===== src/rtl/hazard_unit_mc.sv =====
`default_nettype none
// ============================================================================
// Module      : hazard_unit_mc
// Description : Hazard unit for the 5-stage RV32 pipeline. Resolves EX-stage
//               operand forwarding, load-use stalls, taken-branch flushes,
//               multi-cycle MDU occupancy of EX and data-memory wait states.
//               Also keeps a saturating count of fetch-stall cycles.
// Ports       :
//   clk, rst_n                 clock, asynchronous active-low reset
//   Rs1D, Rs2D                 source registers of the ID instruction
//   Rs1E, Rs2E, RdE            source/destination registers in EX
//   RdM, RdW                   destination registers in MEM / WB
//   RegWriteM, RegWriteW       register-write enables in MEM / WB
//   ResultSrcE                 result select of the EX instruction
//   PCSrcE                     branch/jump taken, resolved in EX
//   MduStartE                  EX instruction is an MDU op
//   MemReqM, MemReadyM         data-memory request / completion in MEM
//   ForwardAE, ForwardBE       operand selects: 00 RF, 01 WB, 10 MEM
//   StallF/D/E/M               hold PC / IF-ID / ID-EX / EX-MEM registers
//   FlushD/E/M/W               bubble IF-ID / ID-EX / EX-MEM / MEM-WB
//   MduBusy                    MDU FSM is in BUSY
//   StallCycles                saturating count of cycles with StallF=1
// Revision    : 1.0 - initial release
// ============================================================================
module hazard_unit_mc #(
   parameter int                          ADDR_WIDTH       = 5,
   parameter int                          RESULT_SRC_WIDTH = 2,
   parameter logic [RESULT_SRC_WIDTH-1:0] LOAD_RESULT_SRC  = 2'b01,
   parameter int                          MDU_LATENCY      = 4,
   parameter int                          PERF_WIDTH       = 16
) (
   input  logic                        clk,
   input  logic                        rst_n,
   input  logic [ADDR_WIDTH-1:0]       Rs1D,
   input  logic [ADDR_WIDTH-1:0]       Rs2D,
   input  logic [ADDR_WIDTH-1:0]       Rs1E,
   input  logic [ADDR_WIDTH-1:0]       Rs2E,
   input  logic [ADDR_WIDTH-1:0]       RdE,
   input  logic [ADDR_WIDTH-1:0]       RdM,
   input  logic [ADDR_WIDTH-1:0]       RdW,
   input  logic                        RegWriteM,
   input  logic                        RegWriteW,
   input  logic [RESULT_SRC_WIDTH-1:0] ResultSrcE,
   input  logic                        PCSrcE,
   input  logic                        MduStartE,
   input  logic                        MemReqM,
   input  logic                        MemReadyM,
   output logic [1:0]                  ForwardAE,
   output logic [1:0]                  ForwardBE,
   output logic                        StallF,
   output logic                        StallD,
   output logic                        StallE,
   output logic                        StallM,
   output logic                        FlushD,
   output logic                        FlushE,
   output logic                        FlushM,
   output logic                        FlushW,
   output logic                        MduBusy,
   output logic [PERF_WIDTH-1:0]       StallCycles
);

   localparam int                  c_cnt_w     = $clog2(MDU_LATENCY) + 1;
   // The first occupancy cycle is spent in IDLE, so BUSY loads LATENCY-2.
   localparam int                  c_start_int = (MDU_LATENCY > 1) ? (MDU_LATENCY - 2) : 0;
   localparam logic [c_cnt_w-1:0]  c_cnt_start = c_cnt_w'(c_start_int);
   localparam bit                  c_mdu_multi = (MDU_LATENCY > 1);

   typedef enum logic [0:0] {
      IDLE = 1'b0,
      BUSY = 1'b1
   } state_t;

   state_t                r_state;
   state_t                w_state_next;
   logic [c_cnt_w-1:0]    r_cnt;
   logic [c_cnt_w-1:0]    w_cnt_next;
   logic [PERF_WIDTH-1:0] r_stall_cycles;

   logic w_mem_stall;
   logic w_mdu_stall;
   logic w_lw_stall;
   logic w_stall_e;

   // ------------------------------------------------------------------------
   // Forwarding: MEM result is newer than WB, so it wins. x0 is never
   // forwarded since its value is hard-wired.
   // ------------------------------------------------------------------------
   always_comb begin
      ForwardAE = 2'b00;
      if ((Rs1E != '0) && RegWriteM && (Rs1E == RdM))
         ForwardAE = 2'b10;
      else if ((Rs1E != '0) && RegWriteW && (Rs1E == RdW))
         ForwardAE = 2'b01;

      ForwardBE = 2'b00;
      if ((Rs2E != '0) && RegWriteM && (Rs2E == RdM))
         ForwardBE = 2'b10;
      else if ((Rs2E != '0) && RegWriteW && (Rs2E == RdW))
         ForwardBE = 2'b01;
   end

   // A pending memory access freezes the whole pipe, including the MDU FSM.
   assign w_mem_stall = MemReqM & ~MemReadyM;

   // ------------------------------------------------------------------------
   // MDU occupancy FSM
   // ------------------------------------------------------------------------
   always_ff @(posedge clk or negedge rst_n) begin
      if (!rst_n) begin
         r_state <= IDLE;
         r_cnt   <= '0;
      end else begin
         r_state <= w_state_next;
         r_cnt   <= w_cnt_next;
      end
   end

   always_comb begin
      w_state_next = r_state;
      w_cnt_next   = r_cnt;
      w_mdu_stall  = 1'b0;
      if (!w_mem_stall) begin
         case (r_state)
            IDLE: begin
               if (MduStartE && c_mdu_multi) begin
                  w_mdu_stall  = 1'b1;
                  w_cnt_next   = c_cnt_start;
                  w_state_next = BUSY;
               end
            end
            BUSY: begin
               if (r_cnt != '0) begin
                  w_mdu_stall = 1'b1;
                  w_cnt_next  = r_cnt - c_cnt_w'(1);
               end else begin
                  // Final occupancy cycle: the op leaves EX this cycle.
                  w_state_next = IDLE;
               end
            end
            default: begin
               w_state_next = IDLE;
            end
         endcase
      end
   end

   assign MduBusy = (r_state == BUSY);

   // Load-use only matters when the pipe is otherwise free to advance.
   assign w_lw_stall = ~w_mem_stall & ~w_mdu_stall
                     & (ResultSrcE == LOAD_RESULT_SRC)
                     & (RdE != '0)
                     & ((Rs1D == RdE) | (Rs2D == RdE));

   assign w_stall_e = w_mem_stall | w_mdu_stall;

   assign StallF = w_stall_e | w_lw_stall;
   assign StallD = w_stall_e | w_lw_stall;
   assign StallE = w_stall_e;
   assign StallM = w_mem_stall;
   assign FlushW = w_mem_stall;
   assign FlushM = w_mdu_stall;
   // A frozen EX must not be flushed; a held branch flushes on release.
   assign FlushE = ~w_stall_e & (w_lw_stall | PCSrcE);
   assign FlushD = ~w_stall_e & PCSrcE;

   // ------------------------------------------------------------------------
   // Saturating stall-cycle counter
   // ------------------------------------------------------------------------
   always_ff @(posedge clk or negedge rst_n) begin
      if (!rst_n) begin
         r_stall_cycles <= '0;
      end else if (StallF && (r_stall_cycles != '1)) begin
         r_stall_cycles <= r_stall_cycles + PERF_WIDTH'(1);
      end
   end

   assign StallCycles = r_stall_cycles;

endmodule
`default_nettype wire


===== config.mk =====
export PLATFORM = sky130hd
export DESIGN_NAME = hazard_unit_mc
export DESIGN_NICKNAME = d
export VERILOG_FILES = /design/src/rtl/hazard_unit_mc.sv
export SDC_FILE = /design/constraint.sdc
export NUM_CORES = 1
export LEC_CHECK = 0
export CAP_MARGIN = 15
export CELL_PAD_IN_SITES_DETAIL_PLACEMENT = 1
export CELL_PAD_IN_SITES_GLOBAL_PLACEMENT = 1
export CORE_ASPECT_RATIO = 0.9
export CORE_UTILIZATION = 27
export CTS_BUF_LIST = sky130_fd_sc_hd__clkbuf_16
export CTS_CLUSTER_SIZE = 16
export DETAILED_ROUTE_END_ITERATION = 8
export PLACE_DENSITY = 0.78
export REMOVE_ABC_BUFFERS = 1
export SLEW_MARGIN = 20
export SYNTH_ARGS = -nofsm -noshare
export SYNTH_HDL_FRONTEND = slang
export SYNTH_SLANG_ARGS = --single-unit

===== constraint.sdc =====
create_clock -name clk -period 1.7 [get_ports clk]
set_input_delay 0.17 -clock clk [delete_from_list [all_inputs] [get_ports clk]]
set_output_delay 0.17 -clock clk [all_outputs]
set_load 0.05 [all_outputs]

==> summary.txt, run 1 <==
CTS
  – Total CTS buffers: 3
  – Clock slew at reported path FFs: approximately 0.06 ns
  – Clk buf depth: 2
  – CTS tree: yes
  – Clk sink count: 20
  – Clock network latency to the later pin of the worst-skew pair: 0.25 ns
  – CTS hold repair buffers: 0
  – Root buffer cell: clkbuf_16
  – H-tree depth: 1

Drt
  – Via count: 1,768
  – Post-DR vias/cell: 4.92
  – First-pass DRT Iterations: 4
  – DRC: 0
  – Routed Antenna Nets: 0
  – DRT Wirelength: 7240 um
  – Routed wire per std cell: around 20 um
  – Iter 0 DRT Violations: 48

STA
  – Final hold violations: 0
  – Slew HR: 0.691
  – Unrepaired setup endpoints after global routing: true
  – Setup_tns: -4.08 ns
  – Tcrit/Tclk final: 1.18
  – Fin. max-slew vios: 0
  – Final setup viols: 23
  – PnR worst setup slack: -0.306 ns
  – Post-layout min period: 2.01 ns
  – Fin Clk Skew: 0.00491 ns
  – Achievable Freq: roughly 0.50 GHz
  – Worst Tran Pin Value: around 0.46 ns

Pwr
  – LEAKAGE: about 1.4 nW
  – PwrDens: 1220 mW/mm^2
  – Final Power: 0.00388 W
  – Combinational Power Share: 0.671
  – Reg power frac: 0.199
  – Maximum VDD drop: 755 uV
  – Clock power frac: 0.129
  – NetSw: between 0.0015 and 0.002 W
  – Cell-internal power: 0.00215 W
  – Sw frac: 0.445

Critical path
  – Type of origin of the critical path: flop
  – R2R cell count: 12
  – Slowest CP cell: dfrtp_1
  – WP depth: 9
  – CP max FO: 5
  – Crit path kind: reg -> out
  – CP required: 1.53 ns
  – CP delay by family, top: buffers and inverters
  – Critical Path, Cell by Cell: inv_2, ha_4, ha_4, inv_2, mux2i_2, and2_4, o21ai_4, buf_6, buf_12
  – Critical Path AT: 1.84 ns
  – CP peak stage delay: 0.39 ns
  – Crit. End Element: output port
  – Buf/Inv on CP: 4

GRT
  – GR Util met2: 0.420
  – Largest net degree at the start of global routing: 21
  – Vias in the first global route: ~1,900
  – M3 GR Usage: 0.0373
  – First-pass GRT wire length: 9820 um
  – GRT Util Overall: 0.218
  – Initial antenna violation count: 0
  – Met1 global-route usage: 0.249
  – Congestion Overflow GR: 0
  – Gr busiest metal: met2

Job
  – Max_cap viols: 0

Run status
  – Status: finished with violations
  – Failing checks: negative setup slack

Synthesis
  – Synth Area per Inst: approximately 9.5 sq um
  – Seq/Total Area, Yosys: 0.324
  – Post-synthesis register bit count: 20
  – Synth warn: 0
  – Post-synthesis cell count: between 150 and 200
  – Post-Syn Area: 0.00155 sq mm
  – Synth unique cells: 35

Place
  – Detailed Place HPWL: 4530 um
  – Final Wtd Congestion: 0.888
  – PortBufs: 73

Layout
  – Final net count: 341
  – Antenna diode count: 0
  – Layout cell share with drive strength beyond 1: 0.521
  – Layout area overhead: 106%

Floorplan
  – Rows: 25
  – Die footprint: approximately 0.0060 sq mm
  – Starting Density: 0.287
  – Die Ht: 73.8 um
  – Die width: 81.8 um
  – Core area: 0.00538 sq mm
  – I/O pins: 74

Worst hold path
  – Hold WC Path Type: in -> async
layout make-up:
type / instances / area, sq um
Sequential cell: 20 / 500
Clock buffer: 3 / 75.1
Fill cell: 596 / 2190
Tap cell: 67 / 83.8
Clock inverter: 1 / 3.75
Timing Repair Buffer: 130 / 1240
Inverter: 7 / 26.3
Multi-Input combinational cell: 131 / 1260
cell usage after synthesis:
| cell type | n | area [sq um] |
|---|---|---|
| buf_6 | 1 | 11.3 |
| xor2_1 | 14 | 123 |
| mux2_1 | 2 | 22.5 |
| nand4_2 | 1 | 12.5 |
| o21ai_1 | 1 | 5.00 |
| o22ai_1 | 1 | 6.26 |
| nand2_1 | 8 | 30.0 |
| inv_2 | 1 | 3.75 |
| mux2i_1 | 3 | 30.0 |
| nor2_1 | 13 | 48.8 |
| nor2b_1 | 3 | 18.8 |
| inv_1 | 6 | 22.5 |
| ha_1 | 3 | 37.5 |
| a21oi_1 | 1 | 5.00 |
| o31ai_1 | 1 | 7.51 |
| nand3_1 | 6 | 30.0 |
| or4_4 | 1 | 11.3 |
| xnor2_1 | 28 | 245 |
| a22o_1 | 2 | 17.5 |
| nand3_2 | 8 | 80.1 |
| buf_2 | 1 | 5.00 |
| o21ai_0 | 2 | 10.0 |
| buf_4 | 2 | 15.0 |
| or4_1 | 2 | 15.0 |
| nand2_2 | 1 | 6.26 |
| nand2b_1 | 1 | 6.26 |
| a22oi_2 | 1 | 12.5 |
| o21ai_4 | 2 | 32.5 |
| nor4_1 | 4 | 25.0 |
| nor3_2 | 3 | 30.0 |
| and3_1 | 10 | 62.6 |
| and2_1 | 2 | 12.5 |
| dfrtp_1 | 20 | 500 |
| nand4_1 | 6 | 37.5 |
| a22oi_1 | 1 | 7.51 |
kinds of logic after synthesis:
group | synth area share
compound gates | 0.0672
xor+xnor | 0.238
flops | 0.324
mux | 0.0340
buf+inv | 0.0372
simple gates | 0.276
fa+ha+maj | 0.0243
state kept, by name, indices dropped and copies added, names as in the netlist:
| signal | cells |
|---|---|
| StallCycles | 16 |
| MduBusy | 1 |
| r_cnt | 3 |
metal layers:
layer | share of wire | routed length [um] | vias up
met5 | 0 | 0 | -
met4 | 0.027 | 197 | 0
met1 | 0.38 | 2760 | 878
met2 | 0.56 | 4040 | 54
li1 | - | - | 820
met3 | 0.034 | 243 | 16
what timing repair did:
item                                   in CTS  in global routing
pin swaps                                  22                 12
buffers inserted                            9                  7
endpoints found under the hold margin       0                  0
setup endpoints to repair                  26                 25
gates resized for setup                    81                 26
metrics by stage:
step	std cells	cell area (sq um)	setup slack (ns)	util	hold slack, ns
after floorplan	158	1520	-1.11	-	-0.126
after global placement	340	2710	-0.361	0.504	0.481
after detailed placement	340	2710	-0.422	0.504	0.489
after CTS	353	3020	-0.279	0.562	0.276
after global routing	359	3190	-0.349	0.593	0.302
final	359	3190	-0.306	0.593	0.269
worst paths after layout:
check | slack (ns) | start | end
max | -0.31 | r_cnt[0] | StallD
min | 0.27 | rst_n | StallCycles[8]
max reg2reg | -0.24 | r_cnt[0] | StallCycles[9]
min reg2reg | 0.51 | StallCycles[9] | StallCycles[9]
max in group asynchronous | 1.21 | rst_n | StallCycles[13]
min in group clk | 0.51 | StallCycles[9] | StallCycles[9]
layout by cell type, fill, tap and decap left out, types with 3 or more instances in the layout:
master            n
buf_12           13
inv_1             4
and3_1            8
nand2_1           7
nand4_1           6
or4_4             3
inv_2             3
nand3_2           8
dfrtp_1          20
clkdlybuf4s50_1  25
buf_4            70
xnor2_1          20
xor2_1           11
dlygate4sd2_1    10
xor2_2            3
nor3_2            3
nor2_1            8
xnor2_2           8
nor2_4            4
nor2b_1           3
clkbuf_16         3
nand3_4           4
buf_6             6
power by group through the flow:
stage	sequential (W)	combinational [W]	clock [W]
final	0.000773	0.00260	0.000502
after global routing	0.000785	0.00272	0.000524
after CTS	0.000742	0.00233	0.000497
after detailed placement	0.000748	0.00199	0
after global placement	0.000736	0.00192	0
after floorplan	0.00108	0.000748	0
Power figures use the tool's default switching activity.
==> run 2: changes to the inputs <==
SETUP_SLACK_MARGIN = 0.2   (was unset)
==> run 2 against run 1 <==
Net effect: the run still ends with negative setup slack left; cell area grew 2.4%; first-iteration DRC count grew 110%; critical path depth is the same; core utilization up 1.4 points; setup slack improved by 0.013 ns; global-route usage increased by 2.5 points; critical endpoint is now StallF.
==> summary.txt, run 2 (synthesis results as in run 1) <==
Layout
  – Seq. cell area: roughly 500 sq um
  – Filler cells: 583
  – Area of the multi-input gates: 0.00131 sq mm
  – Final net count: between 300 and 400
  – Commonest non-fill, non-tap cell in the layout: buf_4
  – Final design utilization: 0.607
  – Antenna diode count: 0
  – Layout area overhead: 111%
  – Layout cell share with drive strength beyond 1: 0.567
  – Commonest cells after routing, fill and taps aside: 66 x buf_4, 25 x clkdlybuf4s50_1, 20 x dfrtp_1
  – Largest register FFs: 16

STA
  – Tcrit/Tclk final: 1.17
  – Achievable Freq: 0.502 GHz
  – Fin Clk Skew: 0.00458 ns
  – Setup_tns: -4.23 ns
  – Worst Tran Pin Value: 0.492 ns
  – Post-layout min period: 1.99 ns
  – PnR worst setup slack: -0.293 ns
  – Slew HR: 0.668
  – Final hold violations: 0
  – Final setup viols: 24
  – Fin. max-slew vios: 0
  – Unrepaired setup endpoints after global routing: true

Floorplan
  – I/O pins: 74
  – Rows: 25
  – Die width: around 82 um
  – Die Ht: 73.8 um
  – Die footprint: 0.00603 sq mm
  – Starting Density: 0.287
  – Core area: 0.00538 sq mm

Drt
  – Routed wire per std cell: 20.2 um
  – DRT Wirelength: just over 7000 um
  – Via count: 1,759
  – Post-DR vias/cell: 4.89
  – Routed Antenna Nets: 0
  – First-pass DRT Iterations: 4
  – Iter 0 DRT Violations: 102
  – DRC: 0

CTS
  – Clock network latency to the later pin of the worst-skew pair: 0.26 ns
  – Clk buf depth: 2
  – H-tree depth: 1
  – Total CTS buffers: 3
  – Root buffer cell: clkbuf_16
  – Clk sink count: 20
  – CTS hold repair buffers: 0
  – Clock slew at reported path FFs: about 0.060 ns
  – CTS tree: yes

GRT
  – GRT Util Overall: 0.243
  – Initial antenna violation count: 0
  – Vias in the first global route: 2,020
  – First-pass GRT wire length: 10,600 um
  – Congestion Overflow GR: 0
  – Largest net degree at the start of global routing: 21

Critical path
  – Critical Path AT: ~1.8 ns
  – CP required: 1.53 ns
  – Crit. End Element: output port
  – CP max FO: 4
  – Type of origin of the critical path: flop
  – Crit path kind: reg -> out

Pwr
  – Final Power: between 0.003 and 0.004 W
  – Combinational Power Share: 0.679
  – Sw frac: 0.443
  – Maximum VDD drop: 725 uV
  – PwrDens: 1220 mW/mm^2
  – NetSw: 0.00176 W
  – Clock power frac: 0.127
  – LEAKAGE: 1.45 nW
  – Cell-internal power: 0.00221 W
  – Reg power frac: 0.193

Place
  – Final Wtd Congestion: 0.888
  – Detailed Place HPWL: 4530 um
  – Place WS: -0.422 ns
  – PortBufs: 73

Job
  – Max_cap viols: 0

Worst hold path
  – Hold WC Path Type: in -> async

Run status
  – Status: finished with violations
  – Failing checks: negative setup slack
run 2: cell types whose count changed in the layout (fill, tap and decap cells not counted), moves of 4 or more:
cell           change
buf_4              -4
xnor2_2            +4
buf_6              +5
xnor2_1            -4
dlygate4sd2_1      -4
buf_2              +4
run 2: power by group through the flow:
stage	Sequential [W]	Combinational, W	Clock, W
2_1_floorplan	0.00108	0.000748	0
3_3_place_gp	0.000736	0.00192	0
3_5_place_dp	0.000748	0.00199	0
4_1_cts	0.000747	0.00243	0.000497
5_1_grt	0.000785	0.00282	0.000538
6_report	0.000768	0.00270	0.000505
run 2: worst max-delay path: stages, from the launching register on:
cell     delay, ns
dfrtp_1       0.39
inv_2         0.09
ha_4          0.14
ha_4          0.14
inv_2         0.04
mux2i_2       0.17
and2_4        0.21
o21ai_4       0.08
buf_6         0.15
buf_12        0.14
run 2: what timing repair did:
item / in CTS / in global routing
gates cloned: 0 / 0
setup buffers: 12 / 4
setup endpoints to repair: 27 / 31
pin swaps: 26 / 11
gates resized for setup: 111 / 24
run 2: path summary, 6_finish.rpt:
kind | endpoint | cells after the start | start | slack, ns
worst min-delay path | StallCycles[8] | 2 | rst_n | 0.26
worst min register to register | StallCycles[9] | 1 | StallCycles[9] | 0.50
max in group asynchronous | StallCycles[3] | 2 | rst_n | 1.21
min in group clk | StallCycles[9] | 1 | StallCycles[9] | 0.50
worst max-delay path | StallF | 9 | r_cnt[0] | -0.29
worst max register to register | StallCycles[9] | 12 | r_cnt[0] | -0.26
run 2: layout make-up:
cell class	instances	share of cell area
Tap cell	67	0.0257
Timing Repair Buffer	131	0.387
Clock inverter	1	0.00115
Multi-Input combinational cell	131	0.402
Inverter	7	0.00805
Clock buffer	3	0.0230
Sequential cell	20	0.153
run 2: per-stage QoR:
step | cells | hold WS, ns | cell area, sq um
4_1_cts | 356 | 0.276 | 3110
2_1_floorplan | 158 | -0.126 | 1520
3_5_place_dp | 340 | 0.489 | 2710
3_3_place_gp | 340 | 0.481 | 2710
6_report | 360 | 0.263 | 3270
5_1_grt | 360 | 0.295 | 3270
run 2: per-layer routing:
| metal | vias up | GRT usage | share of wire |
|---|---|---|---|
| li1 | 823 | - | - |
| met1 | 874 | 0.259 | 0.37 |
| met2 | 46 | 0.464 | 0.57 |
| met3 | 16 | 0.0348 | 0.026 |
| met4 | 0 | 0.113 | 0.030 |
| met5 | - | 0 | 0 |
